[config.mk]
export PLATFORM = sky130hd
export DESIGN_NAME = seg7_reader_flat
export DESIGN_NICKNAME = d
export VERILOG_FILES = /design/src/rtl/seg7_pkg.sv /design/src/rtl/seg7_reader_if.sv /design/src/rtl/seg7_encode.sv /design/src/rtl/seg7_reader.sv /design/src/flat_wrapper.sv
export SDC_FILE = /design/constraint.sdc
export NUM_CORES = 1
export LEC_CHECK = 0
export ABC_AREA = 1
export BUFFER_PORTS_ARGS = -buffer_cell sky130_fd_sc_hd__clkbuf_2
export CORE_MARGIN = 8
export CORE_UTILIZATION = 40
export DETAILED_ROUTE_END_ITERATION = 7
export HOLD_SLACK_MARGIN = 0.12
export PLACE_DENSITY_LB_ADDON = 0.2
export SETUP_SLACK_MARGIN = 0.02
export SLEW_MARGIN = 20
export SYNTH_ARGS = -nofsm -noshare
export SYNTH_HDL_FRONTEND = slang
export SYNTH_SLANG_ARGS = --single-unit
[constraint.sdc]
create_clock -name clk -period 2.5 [get_ports clk]
set_input_delay 0.5 -clock clk [delete_from_list [all_inputs] [get_ports clk]]
set_output_delay 0.5 -clock clk [all_outputs]
set_load 0.1 [all_outputs]
[src/rtl/seg7_pkg.sv]
`default_nettype none
// ============================================================================
//  Module   : seg7_pkg
//  Brief    : Shared glyph constants, BCD codes, FSM state type and small
//             one-hot helpers for the 7-segment reader.
//  Revision : 1.0 - initial release
// ============================================================================
package seg7_pkg;

    // Segment glyphs, bit 6 = a ... bit 0 = g, matching the decoder outputs.
    localparam logic [6:0] SEG_0     = 7'h7E;
    localparam logic [6:0] SEG_1     = 7'h30;
    localparam logic [6:0] SEG_2     = 7'h6D;
    localparam logic [6:0] SEG_3     = 7'h79;
    localparam logic [6:0] SEG_4     = 7'h33;
    localparam logic [6:0] SEG_5     = 7'h5B;
    localparam logic [6:0] SEG_6     = 7'h5F;
    localparam logic [6:0] SEG_6_ALT = 7'h1F;
    localparam logic [6:0] SEG_7     = 7'h70;
    localparam logic [6:0] SEG_8     = 7'h7F;
    localparam logic [6:0] SEG_9     = 7'h7B;
    localparam logic [6:0] SEG_9_ALT = 7'h73;
    localparam logic [6:0] SEG_BLANK = 7'h00;

    // Non-decimal BCD codes reported for a dark digit and for garbage.
    localparam logic [3:0] BCD_BLANK = 4'hF;
    localparam logic [3:0] BCD_ERR   = 4'hE;

    // Capture FSM: TRACK waits for a stable window, LOCK waits for a change.
    typedef enum logic [0:0] {
        ST_TRACK = 1'b0,
        ST_LOCK  = 1'b1
    } state_t;

    // True when exactly one bit of v is set (zero is not one-hot).
    function automatic logic is_onehot8(input logic [7:0] v);
        return (v != 8'd0) && ((v & (v - 8'd1)) == 8'd0);
    endfunction

    // Position of the set bit of a one-hot vector (highest set bit otherwise).
    function automatic logic [2:0] onehot_idx8(input logic [7:0] v);
        logic [2:0] r;
        r = 3'd0;
        for (int i = 0; i < 8; i++) begin
            if (v[i]) r = 3'(i);
        end
        return r;
    endfunction

endpackage
`default_nettype wire

[src/rtl/seg7_reader_if.sv]
`default_nettype none
// ============================================================================
//  Module   : seg7_reader_if
//  Brief    : Pin-side inputs and event/bank outputs of the 7-segment reader.
//             master = environment driving the pins, slave = the reader.
//  Revision : 1.0 - initial release
// ============================================================================
interface seg7_reader_if #(
    parameter int NDIG = 4
);
    logic [6:0]        seg;
    logic [NDIG-1:0]   dig_sel;
    logic              out_ready;
    logic              clr;
    logic              out_valid;
    logic [2:0]        out_idx;
    logic [3:0]        out_bcd;
    logic              out_err;
    logic [4*NDIG-1:0] digits;
    logic              ovf;

    modport master (
        output seg, dig_sel, out_ready, clr,
        input  out_valid, out_idx, out_bcd, out_err, digits, ovf
    );

    modport slave (
        input  seg, dig_sel, out_ready, clr,
        output out_valid, out_idx, out_bcd, out_err, digits, ovf
    );
endinterface
`default_nettype wire

[src/rtl/seg7_encode.sv]
`default_nettype none
// ============================================================================
//  Module   : seg7_encode
//  Brief    : Combinational 7-segment pattern to BCD encoder. Unknown
//             patterns yield BCD_ERR with the error flag set.
//  Revision : 1.0 - initial release
// ============================================================================
module seg7_encode
    import seg7_pkg::*;
(
    input  wire logic [6:0] i_seg,
    output logic      [3:0] o_bcd,
    output logic            o_err
);

    // Table lookup; both common renderings of 6 and 9 are accepted.
    always_comb begin
        o_bcd = BCD_ERR;
        o_err = 1'b1;
        case (i_seg)
            SEG_0:     begin o_bcd = 4'd0;      o_err = 1'b0; end
            SEG_1:     begin o_bcd = 4'd1;      o_err = 1'b0; end
            SEG_2:     begin o_bcd = 4'd2;      o_err = 1'b0; end
            SEG_3:     begin o_bcd = 4'd3;      o_err = 1'b0; end
            SEG_4:     begin o_bcd = 4'd4;      o_err = 1'b0; end
            SEG_5:     begin o_bcd = 4'd5;      o_err = 1'b0; end
            SEG_6:     begin o_bcd = 4'd6;      o_err = 1'b0; end
            SEG_6_ALT: begin o_bcd = 4'd6;      o_err = 1'b0; end
            SEG_7:     begin o_bcd = 4'd7;      o_err = 1'b0; end
            SEG_8:     begin o_bcd = 4'd8;      o_err = 1'b0; end
            SEG_9:     begin o_bcd = 4'd9;      o_err = 1'b0; end
            SEG_9_ALT: begin o_bcd = 4'd9;      o_err = 1'b0; end
            SEG_BLANK: begin o_bcd = BCD_BLANK; o_err = 1'b0; end
            default:   begin o_bcd = BCD_ERR;   o_err = 1'b1; end
        endcase
    end

endmodule
`default_nettype wire

[src/rtl/seg7_reader.sv]
`default_nettype none
// ============================================================================
//  Module   : seg7_reader
//  Brief    : Samples a multiplexed N-digit 7-segment bus, debounces it,
//             decodes each settled digit to BCD, keeps a per-digit bank and
//             reports changed digits through a valid/ready event port.
//  Revision : 1.0 - initial release
// ============================================================================
module seg7_reader
    import seg7_pkg::*;
#(
    parameter int NDIG       = 4,
    parameter int STABLE     = 4,
    parameter int ACTIVE_LOW = 0
) (
    input  wire logic     clk,
    input  wire logic     rst,
    seg7_reader_if.slave  bus
);

    localparam int              c_word_w  = NDIG + 7;
    localparam int              c_cnt_w   = $clog2(STABLE + 1);
    localparam logic [c_cnt_w-1:0] c_cnt_cap = c_cnt_w'(STABLE - 1);
    localparam logic [c_cnt_w-1:0] c_cnt_max = {c_cnt_w{1'b1}};
    localparam logic [c_cnt_w-1:0] c_cnt_one = c_cnt_w'(1);

    // Input path
    logic [c_word_w-1:0] r_sync1;
    logic [c_word_w-1:0] r_sync2;
    logic [c_word_w-1:0] r_prev;
    logic [c_word_w-1:0] w_word;
    logic [NDIG-1:0]     w_sel;
    logic [6:0]          w_seg;
    logic                w_same;
    logic                w_onehot;
    logic [2:0]          w_idx;

    // Capture control
    state_t              r_state;
    logic [c_cnt_w-1:0]  r_cnt;
    logic                w_capture;

    // Decode and event generation
    logic [3:0]          w_bcd;
    logic                w_err;
    logic [3:0]          w_old;
    logic                w_event;
    logic                w_drop;

    // Output registers
    logic                r_out_valid;
    logic [2:0]          r_out_idx;
    logic [3:0]          r_out_bcd;
    logic                r_out_err;
    logic [4*NDIG-1:0]   r_digits;
    logic                r_ovf;

    // Two-flop synchroniser for the asynchronous display pins, plus the
    // one-sample history used to detect changes.
    always_ff @(posedge clk or posedge rst) begin
        if (rst) begin
            r_sync1 <= '0;
            r_sync2 <= '0;
            r_prev  <= '0;
        end else begin
            r_sync1 <= {bus.dig_sel, bus.seg};
            r_sync2 <= r_sync1;
            r_prev  <= w_word;
        end
    end

    // Polarity is normalised after the synchroniser so metastability
    // handling sees the raw pins.
    assign w_word   = (ACTIVE_LOW != 0) ? ~r_sync2 : r_sync2;
    assign w_sel    = w_word[c_word_w-1:7];
    assign w_seg    = w_word[6:0];
    assign w_same   = (w_word == r_prev);
    assign w_onehot = is_onehot8(8'(w_sel));
    assign w_idx    = onehot_idx8(8'(w_sel));

    // A pattern is taken exactly once: when its run of identical samples
    // reaches the window length while still tracking.
    assign w_capture = (r_state == ST_TRACK) && w_same && w_onehot &&
                       (r_cnt == c_cnt_cap);

    // Stability counter and TRACK/LOCK state; the counter saturates.
    always_ff @(posedge clk or posedge rst) begin
        if (rst) begin
            r_state <= ST_TRACK;
            r_cnt   <= '0;
        end else begin
            case (r_state)
                ST_TRACK: begin
                    if (!w_same || !w_onehot) begin
                        r_cnt <= c_cnt_one;
                    end else begin
                        if (r_cnt != c_cnt_max) r_cnt <= r_cnt + c_cnt_one;
                        if (r_cnt == c_cnt_cap) r_state <= ST_LOCK;
                    end
                end
                ST_LOCK: begin
                    if (!w_same) begin
                        r_cnt   <= c_cnt_one;
                        r_state <= ST_TRACK;
                    end else if (r_cnt != c_cnt_max) begin
                        r_cnt <= r_cnt + c_cnt_one;
                    end
                end
                default: begin
                    r_state <= ST_TRACK;
                    r_cnt   <= c_cnt_one;
                end
            endcase
        end
    end

    seg7_encode u_encode (
        .i_seg (w_seg),
        .o_bcd (w_bcd),
        .o_err (w_err)
    );

    // Current bank value of the digit being captured.
    always_comb begin
        w_old = BCD_BLANK;
        for (int i = 0; i < NDIG; i++) begin
            if (w_sel[i]) w_old = r_digits[4*i +: 4];
        end
    end

    // Errors are always reported so a repeated bad glyph is not silent.
    assign w_event = w_capture && ((w_bcd != w_old) || w_err);
    assign w_drop  = w_event && r_out_valid && !bus.out_ready;

    // Digit bank and sticky overflow; a capture overrides clr for its digit.
    always_ff @(posedge clk or posedge rst) begin
        if (rst) begin
            r_digits <= {NDIG{BCD_BLANK}};
            r_ovf    <= 1'b0;
        end else begin
            if (bus.clr) begin
                r_digits <= {NDIG{BCD_BLANK}};
                r_ovf    <= 1'b0;
            end
            if (w_capture) begin
                for (int i = 0; i < NDIG; i++) begin
                    if (w_sel[i]) r_digits[4*i +: 4] <= w_bcd;
                end
            end
            if (w_drop) r_ovf <= 1'b1;
        end
    end

    // Single-entry event register; a new event may replace one being
    // accepted on the same edge, otherwise it is dropped while full.
    always_ff @(posedge clk or posedge rst) begin
        if (rst) begin
            r_out_valid <= 1'b0;
            r_out_idx   <= 3'd0;
            r_out_bcd   <= 4'd0;
            r_out_err   <= 1'b0;
        end else if (w_event && !w_drop) begin
            r_out_valid <= 1'b1;
            r_out_idx   <= w_idx;
            r_out_bcd   <= w_bcd;
            r_out_err   <= w_err;
        end else if (r_out_valid && bus.out_ready) begin
            r_out_valid <= 1'b0;
        end
    end

    assign bus.out_valid = r_out_valid;
    assign bus.out_idx   = r_out_idx;
    assign bus.out_bcd   = r_out_bcd;
    assign bus.out_err   = r_out_err;
    assign bus.digits    = r_digits;
    assign bus.ovf       = r_ovf;

endmodule
`default_nettype wire

[src/flat_wrapper.sv]
// flat-port wrapper written by rule: the top's interface ports become plain ports
module seg7_reader_flat import seg7_pkg::*;
#(
    parameter int NDIG       = 4,
    parameter int STABLE     = 4,
    parameter int ACTIVE_LOW = 0
)
  (clk, rst, bus_seg, bus_dig_sel, bus_out_ready, bus_clr, bus_out_valid, bus_out_idx, bus_out_bcd, bus_out_err, bus_digits, bus_ovf);
  seg7_reader_if #(.NDIG(NDIG)) bus_i ();
  input  wire logic clk;
  input  wire logic rst;
  input wire logic [$bits(bus_i.seg)-1:0] bus_seg;
  input wire logic [$bits(bus_i.dig_sel)-1:0] bus_dig_sel;
  input wire logic [$bits(bus_i.out_ready)-1:0] bus_out_ready;
  input wire logic [$bits(bus_i.clr)-1:0] bus_clr;
  output wire logic [$bits(bus_i.out_valid)-1:0] bus_out_valid;
  output wire logic [$bits(bus_i.out_idx)-1:0] bus_out_idx;
  output wire logic [$bits(bus_i.out_bcd)-1:0] bus_out_bcd;
  output wire logic [$bits(bus_i.out_err)-1:0] bus_out_err;
  output wire logic [$bits(bus_i.digits)-1:0] bus_digits;
  output wire logic [$bits(bus_i.ovf)-1:0] bus_ovf;
  assign bus_i.seg = bus_seg;
  assign bus_i.dig_sel = bus_dig_sel;
  assign bus_i.out_ready = bus_out_ready;
  assign bus_i.clr = bus_clr;
  assign bus_out_valid = bus_i.out_valid;
  assign bus_out_idx = bus_i.out_idx;
  assign bus_out_bcd = bus_i.out_bcd;
  assign bus_out_err = bus_i.out_err;
  assign bus_digits = bus_i.digits;
  assign bus_ovf = bus_i.ovf;
  seg7_reader #(.NDIG(NDIG), .STABLE(STABLE), .ACTIVE_LOW(ACTIVE_LOW)) u_core (.clk(clk), .rst(rst), .bus(bus_i));
endmodule
# After elaboration in Yosys (flattened, before gate mapping)
# Cells that the tools add are included.
# word_totals
out_inout_bits,26
wordCells,81
in_bits,15
register_bits,63
# classes
n_addsub,2
n_eq_ne,16
reduce_logical,23
n_bitwise,2
n_mux,27
# op_table
operator,count
equality test 7 bit (second input constant),9
one-hot mux 4 bit (11 select lines),1
2-to-1 mux 16 bit,2
2-to-1 mux 4 bit,8
equality test 7 x 6 -> 1 bit (second input constant),2
OR reduction 13 bit,1
equality test 11 bit,1
logical AND 1 bit,9
2-to-1 mux 1 bit,9
2-to-1 mux 3 bit,3
AND 4 x 8 -> 8 bit,1
zero test 8 bit,1
equality test 7 x 5 -> 1 bit (second input constant),1
zero test 7 bit,1
one-hot mux 3 bit (2 select lines),1
subtractor 4 x 1 -> 5 bit (second input constant),1
zero test 1 bit,4
2-to-1 mux 2 bit,2
!= test 4 bit,1
nonzero test 2 bit,2
nonzero test 4 bit,1
OR reduction 2 bit,2
adder 3 x 1 -> 3 bit (second input constant),1
equality test 3 x 2 -> 1 bit (second input constant),1
other kinds (4),5

# Depth between registers and ports, before layout
# Gate-level depths: netlist of the first run.
# depth
depth_word,12
depth_mapped,16
depth_no_buf,15

# Cells and area by module
# Synthesis of the first run repeated with hierarchy kept, for this count alone.
# unflattened
cells_unflattened,320
hier_area_um2,2880.3
# by_module_without_submodules
mod,cells_each,instances,area_each_um2,seq_area_each_um2
seg7_reader,260,1,2601.2,1571.5
seg7_encode,60,1,279.0,0.0

# Worst setup path after synthesis of the first run
# Ideal clock, no wire load.
# synth_timing
kind,register to register
from,"register u_core.r_digits[3], in the netlist u_core.bus.digits[3]"
to,"register u_core.r_out_bcd[1], in the netlist u_core.bus.out_bcd[1]"
setup_ns,0.067
path_stages_with_launch,13
slack_ns,0.597
required_ns,2.433
arrival_time_ns,1.836
path_buffers,0
period_less_slack_ns,1.903
cell_sequence,dfstp_2 > inv_1 > nand3_1 > o21ai_0 > a21oi_1 > inv_1 > nand2_1 > nand2_1 > nor2_2 > nand2_4 > nand3_4 > nand2_1 > nand2_1
# synth_via
elab_chain_cells,11
# synth_rtl
element,line,source
from (decl),seg7_reader.sv:55,logic [4*NDIG-1:0] r_digits;
from (signal assigned),seg7_reader.sv:138,r_digits <= {NDIG{BCD_BLANK}};
from (signal assigned),seg7_reader.sv:142,r_digits <= {NDIG{BCD_BLANK}};
"from (signal, indexed assignment)",seg7_reader.sv:147,if (w_sel[i]) r_digits[4*i +: 4] <= w_bcd;
2-to-1 mux 4 bit (*) (4 in series),seg7_reader.sv:127,if (w_sel[i]) w_old = r_digits[4*i +: 4];
!= test 4 bit (*),seg7_reader.sv:132,assign w_event = w_capture && ((w_bcd != w_old) || w_err);
logical OR 1 bit (*),seg7_reader.sv:132,
logical AND 1 bit (*),seg7_reader.sv:132,
logical AND 1 bit (2 in series),seg7_reader.sv:133,assign w_drop = w_event && r_out_valid && !bus.out_ready;
zero test 1 bit,seg7_reader.sv:162,end else if (w_event && !w_drop) begin
logical AND 1 bit (*),seg7_reader.sv:162,
to (signal assigned),seg7_reader.sv:165,r_out_bcd <= w_bcd;
to (decl),seg7_reader.sv:53,logic [3:0] r_out_bcd;
# Every way passes the cells marked *; elsewhere a longest branch is shown, timed or not.
# A chain may end at the register's enable or synchronous reset.

# Worst setup path after layout of the first run
# layout_timing
from,register u_core.r_sync2[10]
to,"register u_core.r_digits[3], in the netlist u_core.bus.digits[3]"
# layout_via
elab_chain_cells,7
word_cells_on_any_way,10
cone_classes,1 x add/sub; 1 x eq/ne; 1 x mux; 1 x bitwise; 6 x reduce/logical
# layout_rtl
element,line,source
from (decl),seg7_reader.sv:29,logic [c_word_w-1:0] r_sync2;
from (signal assigned),seg7_reader.sv:67,r_sync2 <= r_sync1;
subtractor 4 x 1 -> 5 bit,seg7_pkg.sv:37,return (v != 8'd0) && ((v & (v - 8'd1)) == 8'd0);
AND 4 x 8 -> 8 bit,seg7_pkg.sv:37,
zero test 8 bit,seg7_pkg.sv:37,
logical AND 1 bit,seg7_pkg.sv:37,
logical AND 1 bit (*) (2 in series),seg7_reader.sv:83,assign w_capture = (r_state == ST_TRACK) && w_same && w_onehot &&
2-to-1 mux 16 bit (*),seg7_reader.sv:145,if (w_capture) begin
# Marks and branches as above.

==> key figures, run 1 <==
Routing
  – Total vias in the final route: 2222
  – Average wire per cell in the routed design: 13.2 µm
  – Aggregate routed wire length: roughly 6.3 mm
  – TritonRoute pass-1 iters: 4
  – Post-route DRC violation count: 0
  – Final antenna-violating net count: 0
  – DR vias/cell: 4.62
  – Number of DRC markers after the initial detailed-route iteration: approximately 190

Setup path
  – Cell with the largest stage delay on the worst path: sky130_fd_sc_hd__dfrtp_1
  – Maximum single-stage delay on the critical path: between 600 and 700 ps
  – Cell breakdown of the critical path: xnor2_1 -> nand2_1 -> nor3_1 -> and2_1 -> nand2_1 -> nor2_2 -> buf_4 -> nand2_4 -> o21ai_0 -> inv_1
  – WP data arrival: 2380 ps
  – Classification of the worst setup path: reg -> reg
  – Data required time of the worst path: 2780 ps
  – Startpoint kind of the worst setup timing path: register
  – Most used cell along the critical path: sky130_fd_sc_hd__nand2_1
  – Family of cells with the greatest summed delay on the critical path: simple AND/OR/NAND/NOR gates
  – CP endpoint kind: register
  – Maximum fanout along the worst path: 11
  – Buf+Inv Stages, Crit Path: 2

Layout
  – Area added between synthesis and finish: 18.2%
  – Layout cells sized above 1: 25.1%
  – Most common library cell in the layout ignoring fill and taps: sky130_fd_sc_hd__nand2_1
  – Fillcell total: between 700 and 800
  – Highest-count cells in the layout ignoring fill and taps: 72 x sky130_fd_sc_hd__nand2_1, 49 x sky130_fd_sc_hd__inv_1, 46 x sky130_fd_sc_hd__dfrtp_1, 39 x sky130_fd_sc_hd__clkbuf_2, 33 x sky130_fd_sc_hd__nor2_1
  – Inserted Diodes: 0
  – Post-layout nets: 394
  – Multi-input gate area: between 1000 and 1500 µm²
  – Final cell count without fillers: 481
  – Sequential standard cell area: roughly 1600 µm²

Die
  – Y dimension of the die: ~100 µm
  – Core region area: around 7100 µm²
  – Cell row count: 31
  – Die ar.: slightly above 10000 µm²
  – Chip Width: a little over 100 µm
  – Number of I/O pins: between 40 and 50
  – Starting Density: approximately two fifths

Timing
  – Final number of setup-violating endpoints: 0
  – Final Critical Period: between 2000 and 2500 ps
  – Final Hold Vio Count: 0
  – Slew HR: a little under two thirds
  – Worst-Margin Slew: 550 ps
  – Max-slew violations: 0
  – Setup TNS after final layout: 0 ps
  – Share of the clock period used by the worst path: 83.8%
  – Setup clock skew after layout: 10.1 ps
  – Upper clock frequency limit: roughly 480 MHz
  – Setup repair after global routing missed its margin: no

Global route
  – Wire length of the first global-routing pass: around 11 mm
  – Largest net degree at the start of global routing: 26
  – Total gr overflow: 0
  – GRT Max-Usage Layer: met2
  – Global-route usage over all layers: approximately 13%
  – Initial antenna violation count: 0
  – Met3 Track Usage GR: about 4.4%
  – Met1 global-route usage: 16.4%
  – Number of global-route vias before repair: ~2300
  – Met2 global-route usage: about a fifth

Placed design
  – Number of placed cells counting well taps: around 470
  – Post-DP HPWL: 4.71 mm
  – Routability cong.: 0.904
  – Port Buffers: 39

Power and ir drop
  – Power per cell area: approximately 670 nW/µm²
  – Leakage power summed over all cells: approximately 1.8 nW
  – Max rail drop VDD: 0.000319 V
  – Final Power: 2.29 mW

Yosys
  – Sequential area share after synthesis: approximately 54%
  – Flip-flop and latch count after synthesis: 62
  – Count of distinct cell types in the synthesized netlist: 33
  – Cell area after technology mapping: about 2900 µm²
  – Synthesized Nets: approximately 350
  – Yosys warns: 0
  – Synth Instances: around 340
  – Mean instance size in the synthesized netlist: approximately 8.7 µm²

Clock tree
  – Clock tree from TritonCTS: built
  – Source-to-sink clock delay at the later pin of the worst-skew pair: about 350 ps
  – Level count of the clock H-tree: 3
  – Clock transition at the registers of the reported paths: 70 ps
  – Root Driver: sky130_fd_sc_hd__clkbuf_8
  – Post-cts sizing count: 0
  – Maximum buffer depth of the clock tree: 2
  – Number of buffers inserted by hold repair at cts: 0
  – Inserted Clock Buffers: 9
  – Post-CTS Setup Bufs: 0
  – TritonCTS Sinks: between 60 and 70

Flow run
  – Number of maximum-capacitance constraint violations: 0

Status
  – Status: complete, no violations

Min path
  – Tightest Hold Check Type: in -> async
==> flip-flops by register name, indices dropped and copies added, names as in the netlist <==
name	cells
u_core.bus.out_err	1
u_core.r_state	1
u_core.bus.ovf	1
u_core.bus.out_valid	1
u_core.bus.digits	16
u_core.r_prev	11
u_core.r_cnt	3
u_core.r_sync2	11
u_core.r_sync1	11
u_core.bus.out_idx	2
u_core.bus.out_bcd	4
==> synthesized netlist by cell type <==
cell type,instances,area (µm²)
sky130_fd_sc_hd__ha_1,1,12.5
sky130_fd_sc_hd__o21ai_1,5,25.0
sky130_fd_sc_hd__buf_1,1,3.75
sky130_fd_sc_hd__nand2_1,72,270
sky130_fd_sc_hd__a21oi_2,1,8.76
sky130_fd_sc_hd__and2_1,1,6.26
sky130_fd_sc_hd__a31oi_1,4,25.0
sky130_fd_sc_hd__nand3_4,1,17.5
sky130_fd_sc_hd__buf_6,2,22.5
sky130_fd_sc_hd__inv_1,50,188
sky130_fd_sc_hd__xor2_1,2,17.5
sky130_fd_sc_hd__nand2_4,6,67.6
sky130_fd_sc_hd__o22ai_1,1,6.26
sky130_fd_sc_hd__nand2_2,2,12.5
sky130_fd_sc_hd__nand3_2,2,20.0
sky130_fd_sc_hd__buf_2,3,15.0
sky130_fd_sc_hd__clkbuf_1,1,3.75
sky130_fd_sc_hd__nand3_1,27,135
sky130_fd_sc_hd__a21oi_1,7,35.0
sky130_fd_sc_hd__nor2_4,1,11.3
sky130_fd_sc_hd__o211ai_1,1,7.51
sky130_fd_sc_hd__nor2_1,33,124
sky130_fd_sc_hd__dfstp_2,16,420
sky130_fd_sc_hd__o21ai_0,13,65.1
sky130_fd_sc_hd__nor2_2,6,37.5
sky130_fd_sc_hd__xnor2_1,10,87.6
sky130_fd_sc_hd__conb_1,1,3.75
sky130_fd_sc_hd__buf_4,3,22.5
sky130_fd_sc_hd__nor3_1,2,10.0
sky130_fd_sc_hd__nand4_1,10,62.6
sky130_fd_sc_hd__dfrtp_1,46,1150
sky130_fd_sc_hd__inv_2,3,11.3
sky130_fd_sc_hd__o21a_1,1,7.51
==> cell type report <==
class / count / share of cell area (%)
Timing Repair Buffer: 42 / 6.32
Tap cell: 99 / 3.60
Sequential cell: 62 / 45.6
Multi-Input combinational cell: 210 / 31.2
Clock buffer: 12 / 4.80
Clock inverter: 3 / 2.62
Inverter: 53 / 5.78
==> per-layer routing <==
metal	share of wire (%)	wire length, µm
met1	46	2940
met2	46	2910
met3	5.7	361
met4	1.8	114
met5	0	0
==> metrics by stage <==
stage	hold slack, ps	util, %	setup slack (ps)	instance area (µm²)
floorplan	331	-	485	2910
global placement	332	44.7	476	3190
detailed placement	335	44.7	420	3190
CTS	168	48.2	408	3440
global route	186	48.2	149	3440
finish	157	48.2	405	3440
==> power breakdown <==
group	internal [mW]	total [mW]	switching, mW	leakage, nW
Combinational	0.0366	0.113	0.0768	0.900
Sequential	1.03	1.06	0.0281	0.729
Clock	0.739	1.12	0.382	0.129
==> final timing paths <==
| kind | startpoint | endpoint | depth (start not counted) | slack [ps] |
|---|---|---|---|---|
| min in group clk | bus_seg[6] | u_core.r_sync1[6]$_DFF_PP0_ | 1 | 260 |
| max in group asynchronous | rst | u_core.bus.digits[15]$_DFF_PP1_ | 3 | 1620 |
| hold / removal | rst | u_core.r_prev[4]$_DFF_PP0_ | 2 | 160 |
| setup / recovery | u_core.r_sync2[10]$_DFF_PP0_ | u_core.bus.digits[3]$_DFF_PP1_ | 10 | 400 |
| setup reg to reg | u_core.r_sync2[10]$_DFF_PP0_ | u_core.bus.digits[3]$_DFF_PP1_ | 10 | 400 |
| hold reg to reg | u_core.r_sync1[9]$_DFF_PP0_ | u_core.r_sync2[9]$_DFF_PP0_ | 0 | 350 |
==> logic make-up (layout without fill, tap and decap cells) <==
logic type	count (synthesis)	in the layout	share of synthesized area, %
AO/OA/AOI/OAI	33	33	6.18
XOR/XNOR	12	12	3.61
flip-flops	62	62	53.9
AND/OR/NAND/NOR	163	163	26.6
buffers and inverters	63	110	9.15
adder cells (fa/ha/maj)	1	1	0.429
other	1	1	0.129
Power figures use the tool's default switching activity.
==> run 2: changes to the inputs <==
==> constraint.sdc (replaced) <==
create_clock -name clk -period 2.05 [get_ports clk]
set_input_delay 0.41 -clock clk [delete_from_list [all_inputs] [get_ports clk]]
set_output_delay 0.41 -clock clk [all_outputs]
set_load 0.1 [all_outputs]
==> key figures, run 2 (synthesis gave the netlist of run 1 again) <==
Status
  – Status: complete, no violations

Setup path
  – Cell breakdown of the critical path: nand2_2 -> inv_1 -> o211ai_1 -> nand2_2 -> nor2_2 -> nand2_4 -> nand2_4 -> nand2_1 -> nand2_1 -> nor2_2 -> nand2_4 -> nand3_4 -> nand2_1 -> nand2_1
  – Maximum fanout along the worst path: 10 (-1)
  – Endpoint of the most critical register-to-register path: u_core.bus.out_idx[1]$_DFFE_PP0P_
  – Data required time of the worst path: 2280 ps (-500 ps)
  – Cell with the largest stage delay on the worst path: sky130_fd_sc_hd__dfrtp_2
  – Most used cell along the critical path: sky130_fd_sc_hd__nand2_1
  – Worst Reg2Reg Path Length in Cells: 14 (+4)
  – Classification of the worst setup path: reg -> reg
  – Startpoint kind of the worst setup timing path: register
  – Maximum single-stage delay on the critical path: 450 ps (-180 ps)
  – Worst setup slack for register-to-register paths: 200 ps (-210 ps)
  – Timing startpoint of the critical path: u_core.r_sync2[1]$_DFF_PP0_
  – CP endpoint kind: register
  – WP data arrival: 2080 ps (-300 ps)
  – Worst reg2reg startpoint: u_core.r_sync2[1]$_DFF_PP0_

Layout
  – Final instance area: 3500 µm² (+1.7%)
  – Layout cells sized above 1: 29.2% (+4.1 points)
  – Area added between synthesis and finish: 20.2%
  – Post-layout nets: 398 (+1.0%)
  – Max reg flops: 16 (unchanged)
  – Most common library cell in the layout ignoring fill and taps: sky130_fd_sc_hd__nand2_1
  – Util after Layout: 49.1% (+0.82 points)
  – Inserted Diodes: 0 (unchanged)
  – Highest-count cells in the layout ignoring fill and taps: 69 x sky130_fd_sc_hd__nand2_1, 49 x sky130_fd_sc_hd__inv_1, 39 x sky130_fd_sc_hd__clkbuf_2, 36 x sky130_fd_sc_hd__dfrtp_1, 32 x sky130_fd_sc_hd__nor2_1

Timing
  – Worst-Margin Slew: 548 ps (-2.56 ps)
  – Setup TNS after final layout: 0 ps (unchanged)
  – Final Critical Period: 1850 ps (-244 ps)
  – Slew HR: 63.7% (+0.17 points)
  – Upper clock frequency limit: 540 MHz (+13%)
  – Share of the clock period used by the worst path: 90.3% (+6.5 points)
  – Final Hold Vio Count: 0 (unchanged)
  – Max-slew violations: 0 (unchanged)
  – Setup clock skew after layout: 7.09 ps (-3.05 ps)
  – Setup repair after global routing missed its margin: no
  – Post-route worst hold slack: 171 ps (+14.4 ps)
  – Final number of setup-violating endpoints: 0 (unchanged)

Die
  – Chip Width: 101 µm (unchanged)
  – Starting Density: 40.8% (unchanged)
  – Die ar.: 10300 µm² (unchanged)
  – Core region area: 7140 µm² (unchanged)
  – Y dimension of the die: 101 µm (unchanged)
  – Number of I/O pins: 41 (unchanged)
  – Cell row count: 31 (unchanged)

Routing
  – DR vias/cell: 4.55 (-1.6%)
  – Final antenna-violating net count: 0 (unchanged)
  – TritonRoute pass-1 iters: 4 (unchanged)
  – Average wire per cell in the routed design: 12.4 µm (-5.6%)
  – Total vias in the final route: 2209 (-0.59%)
  – Post-route DRC violation count: 0 (unchanged)
  – Number of DRC markers after the initial detailed-route iteration: 79 (-59%)
  – Aggregate routed wire length: 6.04 mm (-4.7%)

Power and ir drop
  – Internal cell power: 2.03 mW (+12%)
  – Switching Power: 0.616 mW (+26%)
  – Power share of the clock group: 45.5% (-3.4 points)
  – Power per cell area: 755 nW/µm² (+13%)
  – Portion of total power attributed to combinational logic: 5.7% (+0.8 points)
  – Max rail drop VDD: 0.000418 V (+31%)
  – Leakage power summed over all cells: 1.75 nW (-0.38%)
  – Share of total power in sequential cells: 48.8% (+2.6 points)
  – Switching portion of total power: 23.3% (+2.0 points)

Clock tree
  – Root Driver: sky130_fd_sc_hd__clkbuf_8
  – Clock tree from TritonCTS: built
  – Level count of the clock H-tree: 3 (unchanged)
  – Inserted Clock Buffers: 9 (unchanged)
  – TritonCTS Sinks: 62 (unchanged)
  – Source-to-sink clock delay at the later pin of the worst-skew pair: 340 ps (about the same)
  – Maximum buffer depth of the clock tree: 2 (unchanged)
  – Clock transition at the registers of the reported paths: 70 ps (about the same)

Placed design
  – Routability cong.: 0.864 (-4.4%)
  – Instance area after placement: 3220 µm² (+1.0%)
  – Port Buffers: 39 (unchanged)
  – Post-DP HPWL: 4.43 mm (-5.9%)

Global route
  – Largest net degree at the start of global routing: 63 (+140%)
  – Global-route usage over all layers: 12.7% (-0.74 points)
  – Initial antenna violation count: 0 (unchanged)
  – Total gr overflow: 0 (unchanged)
  – Wire length of the first global-routing pass: 10.1 mm (-4.5%)
  – Number of global-route vias before repair: 2173 (-4.0%)

Min path
  – Worst Hold Path EP: u_core.r_sync1[1]$_DFF_PP0_
  – Tightest Hold Check Type: in -> reg
  – Worst Hold Launch: bus_seg[1]
  – Worst Hold Depth: 1

Flow run
  – Number of maximum-capacitance constraint violations: 0 (unchanged)
==> run 2: cell count changes in the layout (fill, tap and decap cells not counted), sizes merged <==
cell         before  now
clkbuf           51   50
bufinv            3    2
buf               3    6
clkinvlp          0    3
dlygate4sd3       0    1
==> run 2: worst max-delay path by stage <==
stage / endpoint / slack, ps / cells past startpoint
floorplan: u_core.bus.out_bcd[0]$_DFFE_PP0P_ / 130 / 1
global placement: u_core.bus.digits[2]$_DFF_PP1_ / 160 / 10
detailed placement: u_core.bus.out_idx[1]$_DFFE_PP0P_ / 120 / 15
CTS: u_core.bus.out_idx[1]$_DFFE_PP0P_ / 100 / 15
global route: u_core.bus.digits[3]$_DFF_PP1_ / 20 / 10
finish: u_core.bus.out_idx[1]$_DFFE_PP0P_ / 200 / 14
==> run 2: worst max-delay path, delay by kind of cell (launching register included) <==
kind | cells | cell delay, ps
and+or+nand+nor | 12 | 1110
DFF | 1 | 450
AOI/OAI and AO/OA | 1 | 110
buffers and inverters | 1 | 60
==> run 2: layout make-up <==
class | count | area, µm²
well taps | 99 | 124
multi-input cells | 210 | 1100
inverters | 53 | 199
fillers | 708 | 3630
repair buffers | 46 | 275
clock buffers | 11 | 141
flip-flops and latches | 62 | 1580
clock inverters | 5 | 82.6
==> run 2: per-stage QoR <==
step / power [mW] / setup slack, ps / instances
floorplan: 1.41 / 125 / 335
global placement: 1.46 / 158 / 467
detailed placement: 1.46 / 119 / 467
CTS: 2.67 / 99.5 / 484
global route: 2.74 / 16.7 / 486
finish: 2.65 / 199 / 486
==> run 2: metal layers <==
metal	GRT usage (%)	routed length, µm	vias to the layer above
met5	0	0	-
met4	5.50	69	0
met3	3.99	286	6
met2	20.0	2810	42
met1	15.5	2870	1024
li1	-	-	1137
==> run 2: what timing repair did <==
action                                  in CTS  in global routing
hold buffers                                 1                  0
gates resized for setup                      0                 16
endpoints found under the hold margin       26                  0
buffers inserted                             0                  2
endpoints found under the setup margin       0                 25
==> run 2: power groups by stage <==
stage	Sequential, mW	Clock (mW)	Combinational [mW]
detailed placement	1.31	0	0.148
global placement	1.31	0	0.147
global route	1.30	1.28	0.171
floorplan	1.30	0	0.119
finish	1.29	1.20	0.151
CTS	1.29	1.23	0.150
==> run 3: changes to the inputs <==
--- a/config.mk
+++ b/config.mk
@@ -8,7 +8,8 @@
 export ABC_AREA = 1
 export BUFFER_PORTS_ARGS = -buffer_cell sky130_fd_sc_hd__clkbuf_2
 export CORE_MARGIN = 8
-export CORE_UTILIZATION = 40
+export CORE_UTILIZATION = 36
+export CTS_BUF_LIST = sky130_fd_sc_hd__clkbuf_8 sky130_fd_sc_hd__clkbuf_16
 export DETAILED_ROUTE_END_ITERATION = 7
 export HOLD_SLACK_MARGIN = 0.12
 export PLACE_DENSITY_LB_ADDON = 0.2
==> key figures, run 3 (synthesis gave the netlist of run 1 again) <==
Setup path
  – CP endpoint kind: register
  – Worst reg2reg startpoint: u_core.r_sync2[4]$_DFF_PP0_
  – Startpoint kind of the worst setup timing path: register
  – Worst Reg2Reg Path Length in Cells: 13 (-1)
  – Worst setup slack for register-to-register paths: 160 ps (-40 ps)
  – Timing startpoint of the critical path: u_core.r_sync2[4]$_DFF_PP0_
  – Endpoint of the most critical register-to-register path: u_core.bus.ovf$_DFFE_PP0P_
  – Worst setup path end: u_core.bus.ovf$_DFFE_PP0P_
  – Data required time of the worst path: 2250 ps (-30 ps)
  – Classification of the worst setup path: reg -> reg
  – Maximum fanout along the worst path: 8 (-2)
  – WP data arrival: 2090 ps (about the same)

Routing
  – Average wire per cell in the routed design: 12.5 µm (+1.0%)
  – TritonRoute pass-1 iters: 4 (unchanged)
  – Post-route DRC violation count: 0 (unchanged)
  – Sum of routed wire segments on met1: 2.80 mm (-2.6%)
  – DR vias/cell: 4.48 (-1.5%)
  – Aggregate routed wire length: 6.21 mm (+2.9%)
  – Highest routed metal layer: met4
  – Total vias in the final route: 2217 (+0.36%)
  – Met2 WL post-DR: 3.05 mm (+8.6%)
  – Final antenna-violating net count: 0 (unchanged)
  – Met3 Routed Length: 301 µm (+5.2%)
  – Number of DRC markers after the initial detailed-route iteration: 170 (+120%)

Die
  – Starting Density: 36.4% (-4.5 points)
  – Chip Width: 106 µm (+4.6%)
  – Y dimension of the die: 106 µm (+4.6%)
  – Die ar.: 11200 µm² (+9.3%)
  – Core region area: 8010 µm² (+12%)
  – Cell row count: 33 (+6.5%)
  – Number of I/O pins: 41 (unchanged)

Clock tree
  – Level count of the clock H-tree: 3 (unchanged)
  – Root Driver: sky130_fd_sc_hd__clkbuf_8
  – Clock tree from TritonCTS: built
  – Clock transition at the registers of the reported paths: 70 ps (about the same)
  – Maximum buffer depth of the clock tree: 2 (unchanged)
  – TritonCTS Sinks: 62 (unchanged)
  – Inserted Clock Buffers: 9 (unchanged)
  – Source-to-sink clock delay at the later pin of the worst-skew pair: 330 ps (about the same)

Timing
  – Max-slew violations: 0 (unchanged)
  – Slew HR: 63.8% (+0.13 points)
  – Upper clock frequency limit: 528 MHz (-2.2%)
  – Final number of setup-violating endpoints: 0 (unchanged)
  – Share of the clock period used by the worst path: 92.4% (+2.1 points)
  – Setup TNS after final layout: 0 ps (unchanged)
  – Final Hold Vio Count: 0 (unchanged)
  – Setup clock skew after layout: 4.81 ps (-2.28 ps)
  – Min setup slack post-route: 156 ps (-42.5 ps)
  – Worst-Margin Slew: 546 ps (-1.97 ps)
  – Final Critical Period: 1890 ps (+42.5 ps)
  – Post-route worst hold slack: 185 ps (+14.4 ps)
  – Setup repair after global routing missed its margin: yes

Layout
  – Inserted Diodes: 0 (unchanged)
  – Final instance area: 3580 µm² (+2.1%)
  – Post-layout nets: 401 (+0.75%)
  – Area added between synthesis and finish: 22.8%
  – Max reg flops: 16 (unchanged)
  – Highest-count cells in the layout ignoring fill and taps: 69 x sky130_fd_sc_hd__nand2_1, 49 x sky130_fd_sc_hd__inv_1, 39 x sky130_fd_sc_hd__clkbuf_2, 37 x sky130_fd_sc_hd__dfrtp_1, 33 x sky130_fd_sc_hd__nor2_1
  – Most common library cell in the layout ignoring fill and taps: sky130_fd_sc_hd__nand2_1
  – Layout cells sized above 1: 29.5% (+0.29 points)

Flow run
  – Number of maximum-capacitance constraint violations: 0 (unchanged)

Power and ir drop
  – Max rail drop VDD: 0.000409 V (-2.3%)
  – Final Power: 2.87 mW (+8.4%)
  – Power per cell area: 802 nW/µm² (+6.2%)
  – Leakage power summed over all cells: 1.80 nW (+2.6%)

Global route
  – Initial antenna violation count: 0 (unchanged)
  – Global-route usage over all layers: 11.6% (-1.0 points)
  – Number of global-route vias before repair: 2169 (-0.18%)
  – Wire length of the first global-routing pass: 10.4 mm (+3.1%)
  – Largest net degree at the start of global routing: 33 (-48%)
  – Total gr overflow: 0 (unchanged)

Status
  – Status: complete, no violations

Placed design
  – Routability cong.: 0.858 (-0.69%)
  – Pre-CTS worst setup slack: 121 ps (+2.73 ps)
  – Post-DP HPWL: 4.69 mm (+5.9%)
  – Instance area after placement: 3230 µm² (+0.31%)
  – Port Buffers: 39 (unchanged)

Min path
  – Tightest Hold Check Type: in -> reg
==> run 3: cell types whose count changed in the layout (fill, tap and decap cells not counted), moves of 2 or more <==
cell | previous run | this run
sky130_fd_sc_hd__clkinvlp_4 | 3 | 1
sky130_fd_sc_hd__bufinv_16 | 2 | 4
sky130_fd_sc_hd__buf_4 | 4 | 6
sky130_fd_sc_hd__nor2_2 | 5 | 3
==> run 3: worst min path at each step <==
stage,start,end,slack [ps],cells past startpoint
after floorplan,u_core.r_sync1[0]$_DFF_PP0_,u_core.r_sync2[0]$_DFF_PP0_,330,0
after global placement,u_core.r_sync1[10]$_DFF_PP0_,u_core.r_sync2[10]$_DFF_PP0_,330,0
after detailed placement,u_core.r_sync1[4]$_DFF_PP0_,u_core.r_sync2[4]$_DFF_PP0_,330,0
after CTS,bus_seg[6],u_core.r_sync1[6]$_DFF_PP0_,160,1
after global routing,bus_seg[3],u_core.r_sync1[3]$_DFF_PP0_,150,1
final,bus_seg[6],u_core.r_sync1[6]$_DFF_PP0_,190,1
==> run 3: per-layer routing <==
layer | global-route usage [%] | vias up
met5 | 0 | -
met4 | 4.22 | 0
met3 | 4.05 | 4
met2 | 18.4 | 45
met1 | 14.4 | 1022
li1 | - | 1146
==> run 3: cell type report <==
class | instances | area (µm²)
fill | 798 | 4430
multi-input combinational | 211 | 1110
clock buffer | 10 | 138
timing repair buffer | 48 | 282
sequential | 62 | 1580
tap | 105 | 131
clock inverter | 6 | 133
inverter | 53 | 201
==> run 3: metrics by stage <==
step | instances | utilization (%)
global route | 495 | 44.7
floorplan | 335 | -
global placement | 475 | 40.3
finish | 495 | 44.7
CTS | 492 | 43.8
detailed placement | 475 | 40.3
==> run 3: what timing repair did <==
action | 4_1_cts | 5_1_grt
resized for setup | 0 | 19
setup endpoints to repair | 0 | 12
hold buffers | 1 | 0
buffers inserted | 0 | 2
hold endpoints to repair | 19 | 0
==> run 3: power by group <==
group / internal, mW / total, mW / switching, mW / leakage (nW)
combinational: 0.0568 / 0.155 / 0.0979 / 0.945
clock: 0.962 / 1.42 / 0.460 / 0.132
sequential: 1.26 / 1.29 / 0.0328 / 0.720
==> run 3: worst max-delay path: stages (launching register included) <==
cell and delay, ps:
sky130_fd_sc_hd__dfrtp_2 450, sky130_fd_sc_hd__nand2_2 90, sky130_fd_sc_hd__nor2_4 150, sky130_fd_sc_hd__o211ai_1 140, sky130_fd_sc_hd__nand2_2 120, sky130_fd_sc_hd__nor2_4 50, sky130_fd_sc_hd__nand2_4 100, sky130_fd_sc_hd__nand2_4 90
sky130_fd_sc_hd__nand2_1 70, sky130_fd_sc_hd__nand2_1 80, sky130_fd_sc_hd__nor2_4 150, sky130_fd_sc_hd__nand2_4 100, sky130_fd_sc_hd__nand2_1 110, sky130_fd_sc_hd__o21ai_1 70
